<file path="src/rtl/pv2long_dmemresp_queue.sv">
// pv2long_dmemresp_queue: aligning, sign/zero-extending FIFO for dmem load responses.
// Define PARC_DMEMRESP_QUEUE_BYPASS_EN to let an empty queue pass a response through in the same cycle.
module pv2long_dmemresp_queue #(
   parameter int DEPTH = 4,
   parameter int CNT_W = $clog2(DEPTH) + 1
) (
   input  logic             clk,
   input  logic             reset,
   input  logic             flush,
   input  logic             enq_val,
   output logic             enq_rdy,
   input  logic [31:0]      enq_msg_data,
   input  logic [2:0]       enq_sel,
   input  logic [1:0]       enq_byte_off,
   output logic             deq_val,
   input  logic             deq_rdy,
   output logic [31:0]      deq_msg_data,
   output logic [CNT_W-1:0] count
);
   localparam int PTR_W = $clog2(DEPTH);
   logic [31:0]      mem_q [DEPTH];
   logic [PTR_W-1:0] wptr_q, wptr_d, rptr_q, rptr_d;
   logic [CNT_W-1:0] count_q, count_d;
   logic [7:0]       byte_v;
   logic [15:0]      half_v;
   logic [31:0]      aligned;
   logic             empty, full, bypass_hit, enq_fire, deq_fire, wr, rd;
   assign byte_v = enq_msg_data[{enq_byte_off, 3'b000} +: 8];
   assign half_v = enq_msg_data[{enq_byte_off[1], 4'b0000} +: 16];
   always_comb begin
      aligned = enq_sel == 3'd0 ? enq_msg_data :
                enq_sel == 3'd1 ? {{24{byte_v[7]}}, byte_v} :
                enq_sel == 3'd2 ? {24'h0, byte_v} :
                enq_sel == 3'd3 ? {{16{half_v[15]}}, half_v} :
                enq_sel == 3'd4 ? {16'h0, half_v} : 32'h0;
   end
   assign empty = count_q == '0;
   assign full  = count_q == CNT_W'(DEPTH);
`ifdef PARC_DMEMRESP_QUEUE_BYPASS_EN
   assign bypass_hit = empty && enq_val && deq_rdy;
`else
   assign bypass_hit = 1'b0;
`endif
   assign enq_rdy      = reset && !flush && !full;
   assign deq_val      = reset && !flush && (!empty || bypass_hit);
   assign deq_msg_data = !reset ? 32'h0 : !empty ? mem_q[rptr_q] : bypass_hit ? aligned : 32'h0;
   assign count        = count_q;
   assign enq_fire = enq_val && enq_rdy;
   assign deq_fire = deq_val && deq_rdy;
   // a bypassed response is consumed directly and never occupies storage
   assign wr = enq_fire && !bypass_hit;
   assign rd = deq_fire && !empty;
   always_comb begin
      wptr_d  = wr ? wptr_q + PTR_W'(1) : wptr_q;
      rptr_d  = rd ? rptr_q + PTR_W'(1) : rptr_q;
      count_d = (wr && !rd) ? count_q + CNT_W'(1) :
                (rd && !wr) ? count_q - CNT_W'(1) : count_q;
   end
   always_ff @(posedge clk) begin
      if (!reset || flush) begin
         wptr_q  <= '0;
         rptr_q  <= '0;
         count_q <= '0;
      end else begin
         wptr_q  <= wptr_d;
         rptr_q  <= rptr_d;
         count_q <= count_d;
      end
   end
   always_ff @(posedge clk) begin
      if (wr) mem_q[wptr_q] <= aligned;
   end
endmodule

</file>
<file path="config.mk">
export PLATFORM = sky130hd
export DESIGN_NAME = pv2long_dmemresp_queue
export DESIGN_NICKNAME = d
export VERILOG_FILES = /design/src/rtl/pv2long_dmemresp_queue.sv
export SDC_FILE = /design/constraint.sdc
export NUM_CORES = 1
export LEC_CHECK = 0
export ABC_AREA = 1
export CAP_MARGIN = 20
export CORE_MARGIN = 8
export CORE_UTILIZATION = 50
export DETAILED_ROUTE_END_ITERATION = 12
export GPL_ROUTABILITY_DRIVEN = 0
export PLACE_DENSITY = 0.73
export SLEW_MARGIN = 20
export SYNTH_ARGS = -nofsm -noshare
export SYNTH_HDL_FRONTEND = slang
export SYNTH_SLANG_ARGS = --single-unit
</file>
<file path="constraint.sdc">
create_clock -name clk -period 4.4 [get_ports clk]
set_input_delay 1.1 -clock clk [delete_from_list [all_inputs] [get_ports clk]]
set_output_delay 1.1 -clock clk [all_outputs]
set_load 0.03 [all_outputs]
</file>
==> flow_metrics.tcl <==
set metrics [dict create \
    cap_violations 0 \
    groute.usage.overall_pct 19.38 \
    yosys-top-cells-count "nor2_1, nand2_1, edfxtp_1" \
    start_util_pct 51.21 \
    cp_max_fo 33 \
    reg2reg_slack_ns 2.21 \
    crit_path_frequent_cell "clkdlybuf4s50_1" \
    cts_hold_buf 0 \
    setup_tns_ns 0 \
    slowest_stage "clkdlybuf4s50_1" \
    cts_buffer_depth 2 \
    drc_errors 0 \
    rows 41 \
    period_share_pct 88.40 \
    ctsResizeCount 0 \
    placed_cell_area_mm2 0.007286 \
    syn2layout_area_growth_pct 21.24 \
    finalHoldViolations 0 \
    multi_input_area_mm2 0.002115 \
    seqCellArea_mm2 0.004025 \
    ys_warn_count 0 \
    cts_tree "yes" \
    synth_top_area_cell "edfxtp_1" \
    grt_max_degree 65 \
    diodes 0 \
    power_density_mw_per_mm2 378.7 \
    critPathMaxStageDelay_ns 0.70 \
    path_cells "clkdlybuf4s50_1, nand2_1, buf_4, a21oi_1, clkdlybuf4s50_1" \
    finalNetCount 783 \
    cp.required_ns 3.30 \
    drt-initial-drc-count 537 \
    syn-instance-count 661 \
    die-height_um 129.7 \
    tightest_slew_ns 0.9293 \
    cp-start-kind "primary input" \
    outcome "finished, final reports clean" \
    synth.avg_cell_area_um2 9.777 \
    fin_cells 920 \
    clkSinkCount 137 \
    ys_ff_latch 137 \
    final.fill_count 1040 \
    relSlewSlack_pct 37.98 \
    clkTransAtPathRegs_ns 0.06 \
    dp.cells 888 \
    endpoint_kind "primary output" \
    synth_top_area_share_pct 59.48 \
    dp_hpwl_um 10010 \
    synthArstFlopShare_pct 0 \
    dieWidth_um 129.7 \
    criticalPathCategory "primary input to primary output" \
    gr-total-overflow 0 \
    die_area_mm2 0.01682 \
    wl_per_cell_um 16.92 \
    cts_setup_buffers 0 \
    drive_gt1_share_pct 11.90 \
    io_buffers 78 \
    numCtsBuffers 17 \
    finClkSkew_ns 0.005788 \
    grt_pass1_vias 4921 \
    synth_area_mm2 0.006462 \
    wl_um 15560 \
    root_buffer "clkbuf_16" \
    detail_route.vias_per_cell 5.427 \
    core_mm2 0.01262 \
    ioPinCount 79 \
    fmax_ghz 0.2571 \
    slew_viol_final 0 \
    setup_viol 0 \
    synth-main-ff-cell "edfxtp_1" \
    yosys-top-cells-area "edfxtp_1, nor2_1, nand2_1" \
    synth_edf_count 128 \
    ant_nets 0 \
    yosysSeqAreaShare_pct 62.27 \
    netlist-cell-type-count 32 \
    drt_pass1_iterations 7 \
    syn_nets 709 \
    worstSkewPairLatency_ns 0.41 \
    antenna_found_initial 0 \
    synth_most_common_cell "nor2_1" \
    hold_path_class "flip-flop to flip-flop" \
    worstPathArrival_ns 2.79 \
    power_leakage_uw 0.003027 \
    num_vias 4993 \
    htree_levels 4 \
    ir_worst_vdd_uv 265.7 \
    grt_pass1_wl_um 24860 \
    design_area_mm2 0.007835 \
    fin_crit_ns 3.890 \
    rsz0062_at_grt "false" \
]
[worst max-delay path: cells and delay by family]
kind	cells	cell delay, ns
buf+inv	3	1.43
compound gates	1	0.18
simple gates	1	0.05
[power breakdown]
group / total, µW / leakage (µW) / switching, µW / internal [µW]
logic: 232 / 0.00152 / 148 / 84.2
registers: 1450 / 0.00126 / 3.65 / 1450
clock network: 1280 / 0.000248 / 553 / 727
[registers in the layout, summed over array words and instances, names as in the netlist, named ones only]
| register | flops |
|---|---|
| rptr_q | 2 |
| wptr_q | 2 |
| mem_q | 128 |
| count | 3 |
[logic make-up (layout without fill, tap and decap cells)]
kind of cell / Yosys count / in the layout / share of synthesized area, %
flops: 137 / 137 / 62.27
compound gates: 120 / 120 / 9.719
buf+inv: 65 / 152 / 5.169
simple gates: 330 / 330 / 21.12
fa+ha+maj: 6 / 6 / 1.278
xor+xnor: 1 / 1 / 0.1356
mux: 2 / 2 / 0.3098
[cells in the final DEF, fill, tap and decap left out, drive strengths merged]
master	instances
clkdlybuf4s50	57
buf	33
fa	1
o21ai	75
ha	5
nor2	141
o211ai	5
xor2	1
a31oi	1
a21oi	39
clkinvlp	6
edfxtp	128
clkinv	9
mux2i	2
or2	6
clkbuf	17
nand3	39
dfxtp	9
nand2	139
nand4	5
inv	30
[metal layers]
layer  routed length [µm]  GRT usage, %  vias up
met3                 1348         5.670       20
li1                     -             -     2401
met1                 6501         23.71     2368
met2                 7434         31.98      204
met4                  280         7.036        0
met5                    0             0        -
[cell type report]
type | count | share of cell area (%)
Multi-Input combinational cell | 459 | 26.99
Clock inverter | 15 | 1.581
Tap cell | 172 | 2.747
Inverter | 30 | 1.437
Clock buffer | 17 | 5.430
Timing Repair Buffer | 90 | 10.44
Sequential cell | 137 | 51.37
[path summary, 6_finish.rpt]
path,startpoint,end,depth (start not counted)
setup / recovery,reset,deq_msg_data[4],5
hold / removal,rptr_q[1]$_SDFFE_PP0P_,rptr_q[1]$_SDFFE_PP0P_,2
setup reg to reg,count[0]$_SDFFE_PP0P_,count[2]$_SDFFE_PP0P_,11
hold reg to reg,rptr_q[1]$_SDFFE_PP0P_,rptr_q[1]$_SDFFE_PP0P_,2
[stage by stage]
step	setup WS [ns]	util [%]	hold slack [ns]	total power, µW
2_1_floorplan	1.158	-	0.4671	1614
3_3_place_gp	0.5322	57.73	0.5028	1706
3_5_place_dp	0.5101	57.73	0.4961	1712
4_1_cts	0.5136	62.09	0.5081	2980
5_1_grt	0.4408	62.09	0.5374	3064
6_report	0.5104	62.09	0.5088	2967
Power figures use the tool's default switching activity.
